**config.mk**
```make
export PLATFORM = sky130hd
export DESIGN_NAME = flash_cmd_seq_flat
export DESIGN_NICKNAME = d
export VERILOG_FILES = /design/src/rtl/flash_seq_pkg.sv /design/src/rtl/flash_cmd_seq_if.sv /design/src/rtl/flash_bus_cycle.sv /design/src/rtl/flash_cmd_seq.sv /design/src/flat_wrapper.sv
export SDC_FILE = /design/constraint.sdc
export NUM_CORES = 1
export LEC_CHECK = 0
export CAP_MARGIN = 0
export CORE_AREA = 10 10 94 96
export DETAILED_ROUTE_END_ITERATION = 12
export DIE_AREA = 0 0 104 106
export GPL_TIMING_DRIVEN = 1
export HOLD_SLACK_MARGIN = 0.12
export PLACE_DENSITY_LB_ADDON = 0.15
export SYNTH_ARGS = -nofsm -noshare
export SYNTH_HDL_FRONTEND = slang
export SYNTH_SLANG_ARGS = --single-unit
```
**constraint.sdc**
```tcl
create_clock -name SCL -period 4.1 [get_ports SCL]
set_input_delay 0.41 -clock SCL [delete_from_list [all_inputs] [get_ports SCL]]
set_output_delay 0.41 -clock SCL [all_outputs]
set_load 0.03 [all_outputs]
```
**src/rtl/flash_seq_pkg.sv**
```systemverilog
// Shared definitions for the parallel-flash command sequencer: command
// encodings, FSM states, JEDEC command bytes and unlock addresses, and the
// step table that turns (command, step index) into one bus cycle.
package flash_seq_pkg;

    typedef enum logic [1:0] {
        CMD_READ         = 2'b00,
        CMD_PROGRAM      = 2'b01,
        CMD_SECTOR_ERASE = 2'b10,
        CMD_RESET        = 2'b11
    } cmd_e;

    typedef enum logic [2:0] {
        ST_IDLE     = 3'd0,
        ST_SETUP    = 3'd1,
        ST_WE_PULSE = 3'd2,
        ST_HOLD     = 3'd3,
        ST_RD_WAIT  = 3'd4,
        ST_RECOVER  = 3'd5
    } state_t;

    // JEDEC command bytes (zero-extended to DATA_W at the top level)
    localparam logic [7:0] BYTE_AA = 8'hAA;
    localparam logic [7:0] BYTE_55 = 8'h55;
    localparam logic [7:0] BYTE_A0 = 8'hA0;
    localparam logic [7:0] BYTE_80 = 8'h80;
    localparam logic [7:0] BYTE_30 = 8'h30;
    localparam logic [7:0] BYTE_F0 = 8'hF0;

    // Unlock addresses (zero-extended to ADDR_W at the top level)
    localparam logic [11:0] ADDR_555 = 12'h555;
    localparam logic [11:0] ADDR_2AA = 12'h2AA;
    localparam logic [11:0] ADDR_000 = 12'h000;

    // Number of bus cycles per command
    localparam int READ_STEPS    = 1;
    localparam int PROGRAM_STEPS = 4;
    localparam int ERASE_STEPS   = 6;
    localparam int RESET_STEPS   = 1;
    localparam int IDX_W         = 3;

    // One table entry; use_tgt_* substitute the latched target address/data
    typedef struct packed {
        logic [11:0] addr;
        logic [7:0]  data;
        logic        use_tgt_addr;
        logic        use_tgt_data;
        logic        is_read;
        logic        is_last;
    } step_t;

    function automatic logic [IDX_W-1:0] step_count(cmd_e c);
        case (c)
            CMD_READ:         return IDX_W'(READ_STEPS);
            CMD_PROGRAM:      return IDX_W'(PROGRAM_STEPS);
            CMD_SECTOR_ERASE: return IDX_W'(ERASE_STEPS);
            default:          return IDX_W'(RESET_STEPS);
        endcase
    endfunction

    function automatic step_t step_lookup(cmd_e c, logic [IDX_W-1:0] idx);
        step_t s;
        s = '0;
        case (c)
            CMD_READ: begin
                s.use_tgt_addr = 1'b1;
                s.is_read      = 1'b1;
            end
            CMD_PROGRAM: begin
                case (idx)
                    3'd0:    begin s.addr = ADDR_555; s.data = BYTE_AA; end
                    3'd1:    begin s.addr = ADDR_2AA; s.data = BYTE_55; end
                    3'd2:    begin s.addr = ADDR_555; s.data = BYTE_A0; end
                    default: begin s.use_tgt_addr = 1'b1; s.use_tgt_data = 1'b1; end
                endcase
            end
            CMD_SECTOR_ERASE: begin
                case (idx)
                    3'd0:    begin s.addr = ADDR_555; s.data = BYTE_AA; end
                    3'd1:    begin s.addr = ADDR_2AA; s.data = BYTE_55; end
                    3'd2:    begin s.addr = ADDR_555; s.data = BYTE_80; end
                    3'd3:    begin s.addr = ADDR_555; s.data = BYTE_AA; end
                    3'd4:    begin s.addr = ADDR_2AA; s.data = BYTE_55; end
                    default: begin s.use_tgt_addr = 1'b1; s.data = BYTE_30; end
                endcase
            end
            default: begin
                s.addr = ADDR_000;
                s.data = BYTE_F0;
            end
        endcase
        s.is_last = (idx == (step_count(c) - IDX_W'(1)));
        return s;
    endfunction

endpackage

```
**src/rtl/flash_cmd_seq_if.sv**
```systemverilog
// Command and flash-bus signal bundle for flash_cmd_seq.
// Handshake: a command is accepted on the rising edge where start=1 and
// busy=0; busy acts as the inverse of ready. start while busy=1 is dropped,
// never queued. done pulses for one cycle when the sequence completes, and
// in that same cycle busy=0 so a new start is accepted with no gap.
interface flash_cmd_seq_if #(
    parameter int DATA_W = 8,
    parameter int ADDR_W = 16
);
    logic              start;
    logic [1:0]        cmd;
    logic [ADDR_W-1:0] addr;
    logic [DATA_W-1:0] shiftRegOut;
    logic [DATA_W-1:0] data_out;
    logic              busy;
    logic              done;
    logic              CE_N;
    logic              WE_N;
    logic              OE_N;
    logic [ADDR_W-1:0] mem_addr;
    logic [DATA_W-1:0] DInDOut;
    logic              dq_oe;
    logic [DATA_W-1:0] shiftRegIn;

    // Sequencer side
    modport master (
        input  start, cmd, addr, shiftRegOut, data_out,
        output busy, done, CE_N, WE_N, OE_N, mem_addr, DInDOut, dq_oe, shiftRegIn
    );

    // Requester / flash side
    modport slave (
        output start, cmd, addr, shiftRegOut, data_out,
        input  busy, done, CE_N, WE_N, OE_N, mem_addr, DInDOut, dq_oe, shiftRegIn
    );
endinterface

```
**src/rtl/flash_bus_cycle.sv**
```systemverilog
// Runs one flash bus cycle (write: SETUP/WE_PULSE/HOLD/RECOVER, read:
// SETUP/RD_WAIT/RECOVER). All strobes are registered from the next state so
// they never glitch. A go in IDLE or RECOVER loads the next step.
module flash_bus_cycle
    import flash_seq_pkg::*;
#(
    parameter int DATA_W = 8,
    parameter int ADDR_W = 16,
    parameter int WE_CYC = 2,
    parameter int RD_CYC = 3
) (
    input  logic              clk,
    input  logic              rst_n,
    input  logic              go,
    input  logic [ADDR_W-1:0] step_addr,
    input  logic [DATA_W-1:0] step_data,
    input  logic              step_is_read,
    output logic              ce_n,
    output logic              we_n,
    output logic              oe_n,
    output logic              dq_oe,
    output logic [ADDR_W-1:0] mem_addr,
    output logic [DATA_W-1:0] wdata,
    output logic              rd_capture,
    output logic              cyc_end,
    output state_t            state
);
    localparam int MAX_CYC = (WE_CYC > RD_CYC) ? WE_CYC : RD_CYC;
    localparam int CNT_W   = $clog2(MAX_CYC + 1);

    state_t           st_q, st_d;
    logic [CNT_W-1:0] cnt_q, cnt_d;
    logic             rd_q, rd_nxt, load;
    logic             ce_n_d, we_n_d, oe_n_d, dq_oe_d;

    // Next state, wait counter and next strobe values
    always_comb begin
        st_d  = st_q;
        cnt_d = '0;
        load  = 1'b0;
        case (st_q)
            ST_IDLE: begin
                if (go) begin
                    st_d = ST_SETUP;
                    load = 1'b1;
                end
            end
            ST_SETUP: st_d = rd_q ? ST_RD_WAIT : ST_WE_PULSE;
            ST_WE_PULSE: begin
                if (cnt_q == CNT_W'(WE_CYC - 1)) st_d = ST_HOLD;
                else                             cnt_d = cnt_q + CNT_W'(1);
            end
            ST_HOLD: st_d = ST_RECOVER;
            ST_RD_WAIT: begin
                if (cnt_q == CNT_W'(RD_CYC - 1)) st_d = ST_RECOVER;
                else                             cnt_d = cnt_q + CNT_W'(1);
            end
            ST_RECOVER: begin
                if (go) begin
                    st_d = ST_SETUP;
                    load = 1'b1;
                end else begin
                    st_d = ST_IDLE;
                end
            end
            default: st_d = ST_IDLE;
        endcase

        rd_nxt  = load ? step_is_read : rd_q;
        ce_n_d  = !(st_d == ST_SETUP || st_d == ST_WE_PULSE ||
                    st_d == ST_HOLD  || st_d == ST_RD_WAIT);
        we_n_d  = !(st_d == ST_WE_PULSE);
        oe_n_d  = !(rd_nxt && (st_d == ST_SETUP || st_d == ST_RD_WAIT));
        dq_oe_d = !rd_nxt && (st_d == ST_SETUP || st_d == ST_WE_PULSE ||
                              st_d == ST_HOLD);
    end

    // State, counter, step latches and registered strobes
    always_ff @(posedge clk or negedge rst_n) begin
        if (!rst_n) begin
            st_q     <= ST_IDLE;
            cnt_q    <= '0;
            rd_q     <= 1'b0;
            mem_addr <= '0;
            wdata    <= '0;
            ce_n     <= 1'b1;
            we_n     <= 1'b1;
            oe_n     <= 1'b1;
            dq_oe    <= 1'b0;
        end else begin
            st_q  <= st_d;
            cnt_q <= cnt_d;
            rd_q  <= rd_nxt;
            if (load) begin
                mem_addr <= step_addr;
                if (!step_is_read) wdata <= step_data;
            end
            ce_n  <= ce_n_d;
            we_n  <= we_n_d;
            oe_n  <= oe_n_d;
            dq_oe <= dq_oe_d;
        end
    end

    assign rd_capture = (st_q == ST_RD_WAIT) && (cnt_q == CNT_W'(RD_CYC - 1));
    assign cyc_end    = (st_q == ST_RECOVER);
    assign state      = st_q;

endmodule

```
**src/rtl/flash_cmd_seq.sv**
```systemverilog
// Parallel-flash command sequencer. Latches a command at accept, walks the
// step table one bus cycle at a time and pulses done after the last
// RECOVER. Read data is captured on the last RD_WAIT edge.
module flash_cmd_seq
    import flash_seq_pkg::*;
#(
    parameter int DATA_W = 8,
    parameter int ADDR_W = 16,
    parameter int WE_CYC = 2,
    parameter int RD_CYC = 3
) (
    input  logic            SCL,
    input  logic            reset,
    flash_cmd_seq_if.master bus,
    output state_t          dbg_state
);
    cmd_e              cmd_q, cmd_sel;
    logic [ADDR_W-1:0] addr_q, addr_sel, step_addr;
    logic [DATA_W-1:0] wdata_q, data_sel, step_data;
    logic [IDX_W-1:0]  idx_q, idx_sel;
    logic              last_q, busy_q, done_q;
    logic [DATA_W-1:0] rdata_q;
    step_t             step;
    logic              accept, go;
    logic              cyc_end, rd_capture;
    logic              ce_n, we_n, oe_n, dq_oe;
    logic [ADDR_W-1:0] mem_addr;
    logic [DATA_W-1:0] wdata;

    // Select the step to load next: step 0 of the incoming command on
    // accept, otherwise the following step of the latched command.
    always_comb begin
        accept    = bus.start && !busy_q;
        cmd_sel   = accept ? cmd_e'(bus.cmd) : cmd_q;
        addr_sel  = accept ? bus.addr : addr_q;
        data_sel  = accept ? bus.shiftRegOut : wdata_q;
        idx_sel   = accept ? '0 : idx_q + IDX_W'(1);
        step      = step_lookup(cmd_sel, idx_sel);
        step_addr = step.use_tgt_addr ? addr_sel : ADDR_W'(step.addr);
        step_data = step.use_tgt_data ? data_sel : DATA_W'(step.data);
        go        = accept || (cyc_end && !last_q);
    end

    // Command latches, step index, busy/done and read capture
    always_ff @(posedge SCL or negedge reset) begin
        if (!reset) begin
            cmd_q   <= CMD_READ;
            addr_q  <= '0;
            wdata_q <= '0;
            idx_q   <= '0;
            last_q  <= 1'b0;
            busy_q  <= 1'b0;
            done_q  <= 1'b0;
            rdata_q <= '0;
        end else begin
            done_q <= cyc_end && last_q;
            if (accept) begin
                busy_q  <= 1'b1;
                cmd_q   <= cmd_e'(bus.cmd);
                addr_q  <= bus.addr;
                wdata_q <= bus.shiftRegOut;
            end else if (cyc_end && last_q) begin
                busy_q <= 1'b0;
            end
            if (go) begin
                idx_q  <= idx_sel;
                last_q <= step.is_last;
            end
            if (rd_capture) rdata_q <= bus.data_out;
        end
    end

    flash_bus_cycle #(
        .DATA_W (DATA_W),
        .ADDR_W (ADDR_W),
        .WE_CYC (WE_CYC),
        .RD_CYC (RD_CYC)
    ) u_cycle (
        .clk          (SCL),
        .rst_n        (reset),
        .go           (go),
        .step_addr    (step_addr),
        .step_data    (step_data),
        .step_is_read (step.is_read),
        .ce_n         (ce_n),
        .we_n         (we_n),
        .oe_n         (oe_n),
        .dq_oe        (dq_oe),
        .mem_addr     (mem_addr),
        .wdata        (wdata),
        .rd_capture   (rd_capture),
        .cyc_end      (cyc_end),
        .state        (dbg_state)
    );

    assign bus.busy       = busy_q;
    assign bus.done       = done_q;
    assign bus.CE_N       = ce_n;
    assign bus.WE_N       = we_n;
    assign bus.OE_N       = oe_n;
    assign bus.dq_oe      = dq_oe;
    assign bus.mem_addr   = mem_addr;
    assign bus.DInDOut    = wdata;
    assign bus.shiftRegIn = rdata_q;

endmodule

```
**src/flat_wrapper.sv**
```systemverilog
// flat-port wrapper written by rule: the top's interface ports become plain ports
module flash_cmd_seq_flat import flash_seq_pkg::*;
#(
    parameter int DATA_W = 8,
    parameter int ADDR_W = 16,
    parameter int WE_CYC = 2,
    parameter int RD_CYC = 3
)
  (SCL, reset, dbg_state, bus_start, bus_cmd, bus_addr, bus_shiftRegOut, bus_data_out, bus_busy, bus_done, bus_CE_N, bus_WE_N, bus_OE_N, bus_mem_addr, bus_DInDOut, bus_dq_oe, bus_shiftRegIn);
  flash_cmd_seq_if #(.DATA_W(DATA_W), .ADDR_W(ADDR_W)) bus_i ();
  input  logic SCL;
  input  logic reset;
  output state_t dbg_state;
  input wire logic [$bits(bus_i.start)-1:0] bus_start;
  input wire logic [$bits(bus_i.cmd)-1:0] bus_cmd;
  input wire logic [$bits(bus_i.addr)-1:0] bus_addr;
  input wire logic [$bits(bus_i.shiftRegOut)-1:0] bus_shiftRegOut;
  input wire logic [$bits(bus_i.data_out)-1:0] bus_data_out;
  output wire logic [$bits(bus_i.busy)-1:0] bus_busy;
  output wire logic [$bits(bus_i.done)-1:0] bus_done;
  output wire logic [$bits(bus_i.CE_N)-1:0] bus_CE_N;
  output wire logic [$bits(bus_i.WE_N)-1:0] bus_WE_N;
  output wire logic [$bits(bus_i.OE_N)-1:0] bus_OE_N;
  output wire logic [$bits(bus_i.mem_addr)-1:0] bus_mem_addr;
  output wire logic [$bits(bus_i.DInDOut)-1:0] bus_DInDOut;
  output wire logic [$bits(bus_i.dq_oe)-1:0] bus_dq_oe;
  output wire logic [$bits(bus_i.shiftRegIn)-1:0] bus_shiftRegIn;
  assign bus_i.start = bus_start;
  assign bus_i.cmd = bus_cmd;
  assign bus_i.addr = bus_addr;
  assign bus_i.shiftRegOut = bus_shiftRegOut;
  assign bus_i.data_out = bus_data_out;
  assign bus_busy = bus_i.busy;
  assign bus_done = bus_i.done;
  assign bus_CE_N = bus_i.CE_N;
  assign bus_WE_N = bus_i.WE_N;
  assign bus_OE_N = bus_i.OE_N;
  assign bus_mem_addr = bus_i.mem_addr;
  assign bus_DInDOut = bus_i.DInDOut;
  assign bus_dq_oe = bus_i.dq_oe;
  assign bus_shiftRegIn = bus_i.shiftRegIn;
  flash_cmd_seq #(.DATA_W(DATA_W), .ADDR_W(ADDR_W), .WE_CYC(WE_CYC), .RD_CYC(RD_CYC)) u_core (.SCL(SCL), .reset(reset), .bus(bus_i), .dbg_state(dbg_state));
endmodule
```
==> impl_metrics.sql <==
INSERT INTO impl_metrics (metric_group, metric, value, unit) VALUES
('critical_path', 'crit-reg2reg-launch', 'u_core.bus.busy', ''),
('floorplan', 'die-area', '11020', 'sq um'),
('drt', 'wl_per_cell', '15.48', 'um'),
('timing', 'timing_hold_violations_final', '0', ''),
('run_status', 'status', 'complete, no violations', ''),
('timing', 'finalWorstSetupSlack', '1.102', 'ns'),
('floorplan', 'die_height', '106', 'um'),
('clocking', 'cts_root_buf', 'sky130_fd_sc_hd__clkbuf_8', ''),
('logic_synthesis', 'ys.warnings.count', '0', ''),
('timing', 'layout_min_cycle_time', '2.998', 'ns'),
('pwr', 'power.share.clock', '16.2', '%'),
('logic_synthesis', 'synth_seq_area_share', '55.13', '%'),
('final_layout', 'final_area', '4420', 'sq um'),
('clocking', 'clkSinkCount', '74', ''),
('logic_synthesis', 'postSynthNetCount', '393', ''),
('pwr', 'p_int', '0.002009', 'W'),
('place', 'dpl_worst_slack', '0.7689', 'ns'),
('pwr', 'leakagePower', '1.962', 'nW'),
('pwr', 'vdd.ir_drop.worst', '0.3881', 'mV'),
('critical_path', 'worstPathRequired', '4.30', 'ns'),
('critical_path', 'reg2reg_slack', '1.26', 'ns'),
('final_layout', 'filler_cell_count', '602', ''),
('global_route', 'via_count_of_the_first_global_routing_pass', '2806', ''),
('timing', 'final_worst_path_cycle_share', '73.13', '%'),
('place', 'port_buffers', '77', ''),
('floorplan', 'core.rowCount', '31', ''),
('clocking', 'ctsResizeCount', '0', ''),
('final_layout', 'nets', '466', ''),
('final_layout', 'final_common_cell', 'sky130_fd_sc_hd__nand2_1', ''),
('drt', 'drt_pre_antenna_iters', '6', ''),
('final_layout', 'diodes', '0', ''),
('floorplan', 'core_area', '7059', 'sq um'),
('critical_path', 'cpMostUsedCell', 'sky130_fd_sc_hd__nor3_1', ''),
('final_layout', 'areaGrowthSynthToFinish', '31.34', '%'),
('logic_synthesis', 'synth_cell_types', '51', ''),
('floorplan', 'die-width', '104', 'um'),
('final_layout', 'multi_input_area', '1428', 'sq um'),
('clocking', 'tritoncts', 'built', ''),
('logic_synthesis', 'ys_async_sr_fraction', '100.0', '%'),
('critical_path', 'crit_path_top_delay_cell', 'sky130_fd_sc_hd__nor3_1', ''),
('critical_path', 'critical_path.reg2reg.endpoint', 'u_core.u_cycle.mem_addr[8]', ''),
('timing', 'setup_tns', '0', 'ns'),
('drt', 'vias', '2717', ''),
('timing', 'max_slew.worst_pin.slew', '0.9289', 'ns'),
('critical_path', 'worstSetupEndpointType', 'flop', ''),
('logic_synthesis', 'synth_top_flop_cell', 'sky130_fd_sc_hd__dfrtp_1', ''),
('clocking', 'cts_hold_buffers', '0', ''),
('final_layout', 'post_route_cells_drive_above_1_share', '9.813', '%'),
('global_route', 'global_route.usage.met3', '4.227', '%'),
('clocking', 'cts-buffers-inserted', '9', ''),
('critical_path', 'timing.critical_path.from_type', 'input pin', ''),
('place', 'dpl_hpwl', '5754', 'um'),
('global_route', 'grt.overflow.total', '0', ''),
('global_route', 'total_routing_resource_utilization_after_global_routing', '14.85', '%'),
('pwr', 'cellPowerDensity', '792.4', 'nW/um^2'),
('floorplan', 'pin_count', '78', ''),
('timing', 'slew-limit-headroom', '38.07', '%'),
('critical_path', 'critical_path.startpoint', 'bus_start', ''),
('timing', 'slew_violations', '0', ''),
('critical_path', 'criticalPathCategory', 'in -> reg', ''),
('final_layout', 'layout.area.seq', '1856', 'sq um'),
('drt', 'avgViaCountPerCell', '5.156', ''),
('place', 'dpl-instance-area', '4224', 'sq um'),
('timing', 'max_freq', '333.5', 'MHz'),
('critical_path', 'cpPeakStageDelay', '0.49', 'ns'),
('floorplan', 'floorplan.initialDensity', '47.68', '%'),
('timing', 'grt_setup_unrepaired', 'false', ''),
('drt', 'drt_wl_total', '8156', 'um'),
('global_route', 'gr-usage-met2', '24.28', '%'),
('logic_synthesis', 'post_synth_edffs', '0', ''),
('pwr', 'comb_power_share', '50.1', '%');
-- power by group through the flow --
stage | registers [W] | logic (W) | clock network [W]
6_report | 0.00118 | 0.00175 | 0.000567
5_1_grt | 0.00122 | 0.00192 | 0.000611
4_1_cts | 0.00119 | 0.00176 | 0.000575
3_5_place_dp | 0.00120 | 0.00175 | 0
3_3_place_gp | 0.00119 | 0.00172 | 0
2_1_floorplan | 0.00144 | 0.000896 | 0
-- critical path: cells and delay by family --
kind	cells	cell delay, ns
compound gates	2	0.60
fa+ha+maj	1	0.37
buf+inv	1	0.47
mux	1	0.37
simple gates	4	0.96
-- cell families (layout without fill, tap and decap cells) --
group,Yosys count,count (layout),share of synthesized area [%]
and+or+nand+nor,168,168,21.79
DFF,74,74,55.13
AOI/OAI and AO/OA,60,60,12.34
buffers and inverters,24,102,2.862
muxes,12,12,3.866
adders and majority gates,6,6,2.230
xor gates and xnor gates,6,6,1.784
-- synth_stat cells, drive strengths merged (2+ instances only) --
library cell | count | area [sq um]
nand2 | 111 | 419.2
dfrtp | 71 | 1777
nor2 | 21 | 78.83
o21ai | 21 | 105.1
clkbuf | 13 | 50.04
a21oi | 8 | 40.04
mux2 | 8 | 90.09
o22ai | 7 | 43.79
buf | 6 | 27.53
ha | 6 | 75.07
nor2b | 6 | 37.54
o211ai | 6 | 50.05
inv | 5 | 18.77
nand2b | 5 | 31.28
nor3 | 5 | 25.02
mux2i | 4 | 40.04
nand3 | 4 | 20.02
xor2 | 4 | 35.03
a31oi | 3 | 18.77
dfstp | 3 | 78.83
nor3b | 3 | 22.52
nor4 | 3 | 18.77
o31ai | 3 | 27.52
a2111oi | 2 | 36.29
and2 | 2 | 12.51
o21a | 2 | 15.01
xnor2 | 2 | 25.03
-- through the flow --
stage | instances | hold slack (ns) | utilization, %
finish | 527 | 0.1959 | 62.62
floorplan | 350 | 0.1144 | -
global placement | 511 | 0.4531 | 59.84
global route | 527 | 0.2630 | 62.62
CTS | 527 | 0.2488 | 62.62
detailed placement | 511 | 0.4565 | 59.84
-- routing by layer --
metal  vias up  routed length [um]
met5         -                   0
met4         0                 163
met3        14                 451
met2        71                3929
met1      1297                3611
li1       1335                   -
-- layout make-up --
type / instances / share of cell area [%]
Clock buffer: 11 / 3.198
Clock inverter: 5 / 1.245
Inverter: 5 / 0.4246
Multi-Input combinational cell: 252 / 32.30
Sequential cell: 74 / 41.98
Tap cell: 99 / 2.802
Timing Repair Buffer: 81 / 18.06
-- worst min-delay path by stage --
stage | cells after the start | to | startpoint | slack [ns]
3_5_place_dp | 2 | u_core.addr_q[4] | u_core.addr_q[4] | 0.46
5_1_grt | 1 | u_core.u_cycle.cnt_q[0] | reset | 0.26
6_report | 1 | u_core.u_cycle.cnt_q[0] | reset | 0.20
2_1_floorplan | 0 | u_core.addr_q[0] | reset | 0.11
3_3_place_gp | 2 | u_core.addr_q[8] | u_core.addr_q[8] | 0.45
4_1_cts | 1 | u_core.u_cycle.cnt_q[0] | reset | 0.25
-- flip-flops by register name, indices dropped and copies added, names as in the netlist, 2 cells and up --
register                 cells
u_core.wdata_q               8
u_core.u_cycle.mem_addr     16
u_core.cmd_q                 2
u_core.u_cycle.wdata         8
u_core.addr_q               16
u_core.idx_q                 3
u_core.u_cycle.state         3
u_core.u_cycle.cnt_q         2
u_core.bus.shiftRegIn        8
Power figures use the tool's default switching activity.
